**src/rtl/gpr_ctrl_pkg.sv**
```systemverilog
// Shared constants for the GPR writeback controller and its round-robin arbiter.
//   REG_ADDR_W   : architectural register address width
//   NUM_GPR      : number of architectural registers (x0 included)
//   DEFAULT_XLEN : default datapath width
//   rr_ptr_w()   : width of the round-robin pointer for n requesters
package gpr_ctrl_pkg;

    localparam int REG_ADDR_W   = 5;
    localparam int NUM_GPR      = 32;
    localparam int DEFAULT_XLEN = 64;

    // A pointer over n requesters needs ceil(log2(n)) bits, but never fewer than one.
    function automatic int rr_ptr_w(input int n);
        return (n <= 2) ? 1 : $clog2(n);
    endfunction

endpackage

```
**src/rtl/gpr_wb_ctrl_rr_arbiter.sv**
```systemverilog
// Combinational round-robin arbiter.
//   req      : request vector
//   ptr      : index of the highest-priority requester this cycle
//   grant    : one-hot grant, or zero when nothing requests
//   next_ptr : requester after the winner (ptr unchanged when idle)
// The pointer register itself lives in the parent.
module rr_arbiter
    import gpr_ctrl_pkg::*;
#(
    parameter int N = 3
) (
    input  logic [N-1:0]             req,
    input  logic [rr_ptr_w(N)-1:0]   ptr,
    output logic [N-1:0]             grant,
    output logic [rr_ptr_w(N)-1:0]   next_ptr
);

    localparam int PW = rr_ptr_w(N);

    int   idx;
    logic found;

    // Walk ptr, ptr+1, ... wrapping at N; the first requester found wins.
    always_comb begin
        grant    = '0;
        next_ptr = ptr;
        found    = 1'b0;
        idx      = 0;
        for (int k = 0; k < N; k++) begin
            idx = int'(ptr) + k;
            if (idx >= N) begin
                idx = idx - N;
            end
            if (!found && req[idx]) begin
                found      = 1'b1;
                grant[idx] = 1'b1;
                next_ptr   = (idx == N - 1) ? PW'(0) : PW'(idx + 1);
            end
        end
    end

endmodule

```
**src/rtl/gpr_wb_ctrl.sv**
```systemverilog
// Writeback controller and RAW scoreboard for the 32-entry GPR block.
//   clk, rst             : clock, synchronous active-high reset
//   issue_valid/issue_rd : an instruction with destination issue_rd issues
//   wb_valid/rd/data     : NREQ writeback requesters (packed slices)
//   wb_ready             : one-hot grant (combinational)
//   gpr_write_en/rd_addr, gpr_rd_data : registered GPR write port
//   rs1/rs2_addr -> rs1/rs2_busy : per-source pending-writeback query
//   busy_vec             : full scoreboard, bit 0 always 0
module gpr_wb_ctrl
    import gpr_ctrl_pkg::*;
#(
    parameter int NREQ = 3,
    parameter int XLEN = DEFAULT_XLEN
) (
    input  logic                          clk,
    input  logic                          rst,
    input  logic                          issue_valid,
    input  logic [REG_ADDR_W-1:0]         issue_rd,
    input  logic [NREQ-1:0]               wb_valid,
    input  logic [NREQ*REG_ADDR_W-1:0]    wb_rd,
    input  logic [NREQ*XLEN-1:0]          wb_data,
    output logic [NREQ-1:0]               wb_ready,
    output logic                          gpr_write_en,
    output logic [REG_ADDR_W-1:0]         gpr_write_rd_addr,
    output logic [XLEN-1:0]               gpr_rd_data,
    input  logic [REG_ADDR_W-1:0]         rs1_addr,
    input  logic [REG_ADDR_W-1:0]         rs2_addr,
    output logic                          rs1_busy,
    output logic                          rs2_busy,
    output logic [NUM_GPR-1:0]            busy_vec
);

    localparam int PW = rr_ptr_w(NREQ);

    // ------------------------------------------------------------------
    // Arbitration
    // ------------------------------------------------------------------
    logic [PW-1:0]   ptr_reg, ptr_next, arb_next_ptr;
    logic [NREQ-1:0] grant;
    logic            transfer;

    rr_arbiter #(.N(NREQ)) u_arb (
        .req      (wb_valid),
        .ptr      (ptr_reg),
        .grant    (grant),
        .next_ptr (arb_next_ptr)
    );

    assign wb_ready = grant;
    assign transfer = |grant;
    assign ptr_next = transfer ? arb_next_ptr : ptr_reg;

    always_ff @(posedge clk) begin
        if (rst) begin
            ptr_reg <= '0;
        end else begin
            ptr_reg <= ptr_next;
        end
    end

    // ------------------------------------------------------------------
    // Granted-slice select (grant is one-hot, so an OR-mux suffices)
    // ------------------------------------------------------------------
    logic [REG_ADDR_W-1:0] req_rd   [NREQ];
    logic [XLEN-1:0]       req_data [NREQ];

    for (genvar gi = 0; gi < NREQ; gi++) begin : g_unpack
        assign req_rd[gi]   = wb_rd[gi*REG_ADDR_W +: REG_ADDR_W];
        assign req_data[gi] = wb_data[gi*XLEN +: XLEN];
    end

    logic [REG_ADDR_W-1:0] sel_rd;
    logic [XLEN-1:0]       sel_data;

    always_comb begin
        sel_rd   = '0;
        sel_data = '0;
        for (int i = 0; i < NREQ; i++) begin
            if (grant[i]) begin
                sel_rd   = sel_rd | req_rd[i];
                sel_data = sel_data | req_data[i];
            end
        end
    end

    // ------------------------------------------------------------------
    // GPR write-port register
    // ------------------------------------------------------------------
    logic                  write_en_reg,   write_en_next;
    logic [REG_ADDR_W-1:0] write_addr_reg, write_addr_next;
    logic [XLEN-1:0]       write_data_reg, write_data_next;

    // A transfer to x0 still loads address/data but never raises write enable.
    always_comb begin
        write_en_next   = 1'b0;
        write_addr_next = write_addr_reg;
        write_data_next = write_data_reg;
        if (transfer) begin
            write_en_next   = (sel_rd != '0);
            write_addr_next = sel_rd;
            write_data_next = sel_data;
        end
    end

    always_ff @(posedge clk) begin
        if (rst) begin
            write_en_reg   <= 1'b0;
            write_addr_reg <= '0;
            write_data_reg <= '0;
        end else begin
            write_en_reg   <= write_en_next;
            write_addr_reg <= write_addr_next;
            write_data_reg <= write_data_next;
        end
    end

    assign gpr_write_en      = write_en_reg;
    assign gpr_write_rd_addr = write_addr_reg;
    assign gpr_rd_data       = write_data_reg;

    // ------------------------------------------------------------------
    // Scoreboard
    // ------------------------------------------------------------------
    // Clear follows the registered write port so the busy bit drops on the
    // same edge the GPR cell updates. The set is applied after the clear so a
    // new producer issuing on that edge keeps the register busy.
    logic [NUM_GPR-1:0] busy_reg, busy_next;

    always_comb begin
        busy_next = busy_reg;
        if (write_en_reg) begin
            busy_next[write_addr_reg] = 1'b0;
        end
        if (issue_valid && (issue_rd != '0)) begin
            busy_next[issue_rd] = 1'b1;
        end
        busy_next[0] = 1'b0;
    end

    always_ff @(posedge clk) begin
        if (rst) begin
            busy_reg <= '0;
        end else begin
            busy_reg <= busy_next;
        end
    end

    assign busy_vec = busy_reg;
    assign rs1_busy = busy_reg[rs1_addr];
    assign rs2_busy = busy_reg[rs2_addr];

endmodule
```
**config.mk**
```make
export PLATFORM = sky130hd
export DESIGN_NAME = gpr_wb_ctrl
export DESIGN_NICKNAME = d
export VERILOG_FILES = /design/src/rtl/gpr_ctrl_pkg.sv /design/src/rtl/gpr_wb_ctrl_rr_arbiter.sv /design/src/rtl/gpr_wb_ctrl.sv
export SDC_FILE = /design/constraint.sdc
export NUM_CORES = 1
export LEC_CHECK = 0
export CAP_MARGIN = 40
export CORE_MARGIN = 5
export CORE_UTILIZATION = 37
export CTS_CLUSTER_SIZE = 12
export DETAILED_ROUTE_END_ITERATION = 12
export HOLD_SLACK_MARGIN = 0.05
export PLACE_DENSITY_LB_ADDON = 0.12
export SYNTH_ARGS = -nofsm -noshare
export SYNTH_HDL_FRONTEND = slang
export SYNTH_SLANG_ARGS = --single-unit
```
**constraint.sdc**
```tcl
create_clock -name clk -period 2.6 [get_ports clk]
set_input_delay 0.39 -clock clk [delete_from_list [all_inputs] [get_ports clk]]
set_output_delay 0.39 -clock clk [all_outputs]
set_load 0.05 [all_outputs]
```
Word level (Yosys, flattened, before mapping)
Index checks and enable logic that the tools add are counted.

storage, ports and cells
  bits in registers = 104
  output and inout bits = 107
  latch bits = 0
  memories kept = 0
  memory bits (writable) = 0
  input bits = 228
  memory bits (read-only) = 0
  logic and storage cells = 103

operators by class
  div/mod/pow operators = 0
  $lt $le $gt $ge = 15
  add/subtract/negate cells = 8
  muxes and demuxes = 45
  reductions and logical operators = 16
  bitwise logic cells = 10
  $mul = 0
  shift operators = 0
  equal/unequal tests = 3

operator list
  kind                     number
  $mux W64                 3
  $mux W32                 5
  $or A64 B64 Y64          2
  $eq A32 B3 Y1 const B    3
  $ge A32 B1 Y1 const B    3
  $lt A32 B4 Y1 const B    3
  $ge A32 B3 Y1 const B    2
  $sub A32 B3 Y32 const B  2
  $and A32 B32 Y32         1
  $not A32 Y32             1
  $or A32 B32 Y32          1
  $lt A5 B6 Y1 const B     4
  $mux W1                  15
  $mux W5                  3
  $mux W2                  6
  $bmux W1 S5              2
  $demux W1 S5             2
  $ge A5 B1 Y1 const B     2
  $or A5 B5 Y5             2
  $reduce_bool A5 Y1       2
  $mux W3                  3
  $logic_and A1 B1 Y1      8
  $add A2 B2 Y2 const B    3
  $bmux W1 S2              3
  12 further kinds         16

Depth between registers and ports, before layout
  depth after elaboration = 18
  gate-level depth with buffers = 12
  mapped depth without buffers = 9

Cells and area by module
From an unflattened synthesis, not the netlist that was laid out.

second synthesis, totals
  cells, all modules = 595
  area total of the unflattened synthesis = 5072.4 µm²

by module, submodules not included
  module       times used  area each (µm²)  cells each  sequential area each (µm²)
  gpr_wb_ctrl  1           4799.6           561         2062.0
  rr_arbiter   1           272.8            34          0.0

Worst setup path before layout
No wires, ideal clock.

  path type = input-to-output
  start = in rs1_addr[0]
  end = out rs1_busy
  data required time = 2.210 ns
  slack = 0.038 ns
  arrival = 2.172 ns
  buffers on the path = 1
  cell stages on the path = 4
  cell sequence = clkbuf_1 mux4_2 mux4_2 mux2_2

between the ends
  longest elaborated chain between the ends = 2

ends and longest elaborated chain
  what                           line                text
  start: declaration             gpr_wb_ctrl.sv:26   input logic [REG_ADDR_W-1:0] rs1_addr,
  $bmux W1 S5                    gpr_wb_ctrl.sv:149  assign rs1_busy = busy_reg[rs1_addr];
  $mux W1 (not written as such)  gpr_wb_ctrl.sv:149
  end: declaration               gpr_wb_ctrl.sv:28   output logic rs1_busy,

Every way passes these cells. The select of a mux whose other input is x is not followed.

Worst setup path in the final report
  start = reg ptr_reg[1]
  end = reg write_data_reg[13], in the netlist gpr_rd_data[13]

between the ends
  longest elaborated chain between the ends = 17
  elaborated cells on any way between the ends = 52
  classes of those cells = add/sub: 5; order compare: 9; mux: 26; bitwise: 4; reduce/logical: 8

ends and longest elaborated chain
  what                                                      line                          text
  start: declaration                                        gpr_wb_ctrl.sv:38             logic [PW-1:0] ptr_reg, ptr_next, arb_next_ptr;
  start signal: assignment                                  gpr_wb_ctrl.sv:57             ptr_reg <= ptr_next;
  branches (longest 11 deep; another with $sub A32 B3 Y32)  --
  $mux W3 *                                                 gpr_wb_ctrl_rr_arbiter.sv:34  if (!found && req[idx]) begin
  $mux W64                                                  gpr_wb_ctrl.sv:79             if (grant[i]) begin
  $or A64 B64 Y64                                           gpr_wb_ctrl.sv:81             sel_data = sel_data | req_data[i];
  $mux W64                                                  gpr_wb_ctrl.sv:79
  $or A64 B64 Y64                                           gpr_wb_ctrl.sv:81
  $mux W64                                                  gpr_wb_ctrl.sv:79
  end signal: assignment                                    gpr_wb_ctrl.sv:113            write_data_reg <= write_data_next;
  end: declaration                                          gpr_wb_ctrl.sv:91             logic [XLEN-1:0] write_data_reg, write_data_next;

Every way passes the cells marked *. The select of a mux whose other input is x is not followed.
A chain may end at the register's enable or synchronous reset.

==> reports/results.tsv <==
stage	metric	value	unit
run_status	run status	complete, but fails checks	
run_status	violations in the final reports	negative setup slack	
setup_path	start of the worst register-to-register path	ptr_reg[1]	
setup_path	setup slack of the worst register-to-register path	-0.04	ns
synthesis	primary flip-flop cell chosen by synthesis mapping	dfxtp_1	
synthesis	Synthesized Nets	816	
synthesis	area share of the largest cell type after synthesis	39.1	%
hold_path	worst min-delay path startpoint	gpr_rd_data[16]	
clocking	number of hold buffers added after cts	0	
setup_path	FF-to-FF End	gpr_rd_data[13]	
clocking	clock-pin slew on the worst setup and hold paths	0.07	ns
floorplanning	# IOs	335	
synthesis	post-synthesis instance area	0.00528	mm^2
synthesis	most area-hungry cell type in the Yosys netlist	dfxtp_1	
clocking	htree depth	3	
clocking	clock latency on the worst-skew pair	0.34	ns
setup_path	critical path start-end classification	flip-flop to flip-flop	
global_route	Total GRT Usage	28.7	%
synthesis	share of synthesized area occupied by flip-flops and latches	39.1	%
power	combinational cell fraction of total power	70.1	%
floorplanning	vertical die dimension	129	um
clocking	root cell of the clock tree	clkbuf_16	
cells_and_area	number of cells in the finished layout apart from fillers	1110	
sta	largest clock skew in the final design	0.00608	ns
sta	time the final worst path needs with I/O delays and setup	2.64	ns
global_route	overall overflow remaining after global route	0	
hold_path	hold path cells	2	
floorplanning	Core Rows	43	
place	Inst Count DP	1075	
synthesis	asr flop ratio synth	0	%
routing	detail-routed net length per standard cell	23.2	um
setup_path	combined buffer and inverter count along the critical path	5	
floorplanning	Starting Density	37.9	%
hold_path	worst min path class	flip-flop to flip-flop	
synthesis	number of synthesized register bits	103	
routing	TritonRoute pass-1 iters	9	
power	internal power	6480	uW
routing	via count	6718	
sta	smallest setup slack after layout	-0.0442	ns
setup_path	Critical-path top delay cell	dfxtp_2	
global_route	number of global-route vias before repair	6804	
floorplanning	Placeable Area	0.0139	mm^2
global_route	wire length of the first global-routing pass	37700	um
sta	final-layout worst hold slack	0.470	ns
synthesis	Syn Inst Count	584	
setup_path	Worst EP required	2.80	ns
power	clock network power share	9.8	%
place	DP Worst Slack	-0.314	ns
setup_path	startpoint type of the worst setup path	flip-flop	
place	half-perimeter wire length of the detailed placement result	19100	um
setup_path	Crit path arrival time	2.84	ns
routing	per-cell via count in the routed design	6.05	
synthesis	most common library cells after synthesis	a21oi_1 (103), dfxtp_1 (103), nand3_1 (72), a222oi_1 (69), nand2_1 (42)	
cells_and_area	net total in the final layout	1156	
synthesis	most area-consuming cells after synthesis	dfxtp_1 (39%), a222oi_1 (13%), a21oi_1 (9.8%)	
power	peak ir drop on the vdd network	0.939	mV
clocking	CTS tree	yes	
sta	slew margin rel.	50.9	%
synthesis	Yosys warning count	0	
power	Overall Power	13000	uW
cells_and_area	area overhead of the layout relative to synthesis	82.2	%
sta	summed negative setup slack over all endpoints	-0.0521	ns
sta	Slew Viols, Final	0	
sta	number of endpoints with negative hold slack in the final report	0	
synthesis	unique cell type count in the Yosys netlist	47	
cells_and_area	fraction of layout cells with a size suffix above 1	13.6	%
sta	maximum clock rate	0.378	GHz
global_route	pin count of the biggest net entering global routing	69	
place	number of buffer cells added on primary ports	333	
power	share of total power in sequential cells	20.1	%
setup_path	Crit Path Max Fanout	24	
sta	final worst-path cycle share	102	%
sta	RSZ-0062 raised after global routing	yes	
power	switching power	6510	uW
synthesis	number of enable flip-flop cells after synthesis	0	
clocking	CTS buffer count	9	
setup_path	cells along the critical path	buf_6 -> ha_4 -> buf_4 -> nor4b_1 -> a31o_2 -> a221o_1 -> a21o_4 -> clkinv_8 -> buf_4 -> buf_12 -> a222oi_1 -> a21oi_1	
sta	worst-margin pin slew	0.737	ns
global_route	antenna violations before repair	1	
cells_and_area	Fillers	1092	
setup_path	Crit path largest cell delay	0.33	ns
routing	final routed DRC violation total	0	
routing	overall routed net length	25700	um
run	# Max-Cap Violations	0	
setup_path	Top delay family on crit path	compound AO/OA/AOI/OAI gates	
cells_and_area	number of flip-flops under the largest register name	64	
hold_path	Worst Hold Path EP	gpr_rd_data[16]	
routing	antenna violation net count after detailed routing	0	
setup_path	Crit. End Element	flip-flop	
clocking	Clock Sink Count	103	
place	gpl congestion	0.966	
floorplanning	full die area	0.0167	mm^2
sta	Final setup viols	2	
power	switching share of total power	50.1	%
synthesis	mean cell area of the mapped netlist	9.03	um^2
routing	count of routing violations after the opening detailed-route iteration	854	
setup_path	R2R cell count	12	
setup_path	Worst path most repeated cell	buf_4	
floorplanning	horizontal die dimension	129	um
clocking	number of buffers on the longest clock path	2	
power	Cell Pwr Density	1350	mW/mm^2
power	leakage power	0.00347	uW
[worst register-to-register path: cells and delay by family (launching register included)]
| kind | cells | cell delay (ns) |
|---|---|---|
| AO/OA/AOI/OAI | 5 | 1.00 |
| buffers and inverters | 5 | 0.69 |
| flip-flops | 1 | 0.33 |
| AND/OR/NAND/NOR | 1 | 0.32 |
| adder cells (fa/ha/maj) | 1 | 0.17 |
[power by group through the flow]
stage / registers [uW] / clock network, uW / logic (uW)
final: 2610 / 1270 / 9110
after global routing: 2680 / 1350 / 9560
after CTS: 2600 / 1290 / 8800
after detailed placement: 2600 / 0 / 8510
after global placement: 2570 / 0 / 8420
after floorplan: 4550 / 0 / 3370
[worst max path at each step]
stage                 from         endpoint  depth (start not counted)
4_1_cts         ptr_reg[1]      wb_ready[2]                          9
6_report        ptr_reg[1]  gpr_rd_data[13]                         12
3_3_place_gp   rs1_addr[0]         rs1_busy                          6
3_5_place_dp   rs2_addr[0]         rs2_busy                          6
2_1_floorplan  rs1_addr[0]         rs1_busy                          4
5_1_grt         ptr_reg[1]  gpr_rd_data[13]                         12
[metrics by stage]
step	instance area, um^2	util [%]
finish	9610	69.0
CTS	9470	67.9
global route	9610	69.0
floorplan	5280	-
global placement	9010	64.6
detailed placement	9010	64.6
[cell usage in the layout (no fill, tap or decap), drive strengths merged, types with 2 or more instances in the layout]
cell,Yosys,routed
nor3b,4,4
nand2,42,42
a221o,2,2
dfxtp,103,103
a21o,2,2
nor2b,2,2
inv,5,6
a222oi,69,69
nand2b,3,3
and3b,2,2
dlygate4sd2,0,3
bufbuf,0,2
ha,4,4
nor3,4,4
buf,33,62
clkdlybuf4s50,0,321
or3,2,2
o21ai,37,37
a211oi,2,2
and3,2,2
nand3b,5,5
or3b,3,3
nand3,72,72
a221oi,2,2
mux2,5,5
a21oi,103,103
clkinv,1,6
nor2,11,11
mux2i,3,3
clkbuf,30,13
mux4,18,18
[cells by family after synthesis]
group | after synthesis | share of synthesized area, %
AO/OA/AOI/OAI | 228 | 29.5
multiplexers | 26 | 9.32
flip-flops | 103 | 39.1
AND/OR/NAND/NOR | 153 | 14.3
buffers and inverters | 69 | 6.71
other | 1 | 0.0711
adder cells (fa/ha/maj) | 4 | 0.949
[what timing repair did]
action                     4_1_cts  5_1_grt
setup endpoints to repair        5       27
hold endpoints to repair         0        0
gates cloned                     3        2
pin swaps                        6        9
resized for setup               32        8
setup buffers                    5        8
[final cells by class]
type	count	area (um^2)	share of cell area, %
clock buffer	11	243	2.53
antenna	1	2.50	0.0260
inverter	6	35.0	0.364
timing repair inverter	1	8.76	0.0911
clock inverter	5	32.5	0.338
tap	180	225	2.34
sequential	103	2070	21.5
timing repair buffer	391	4040	42.0
multi-input combinational	412	2960	30.8
[per-layer routing]
metal	global-route usage (%)	up-vias	part of all wire, %
met4	8.44	0	2.4
met2	52.9	405	52
met1	32.0	3261	35
li1	-	3004	-
met5	0	-	0
met3	8.53	48	10
(Power assumes the default switching activity.)
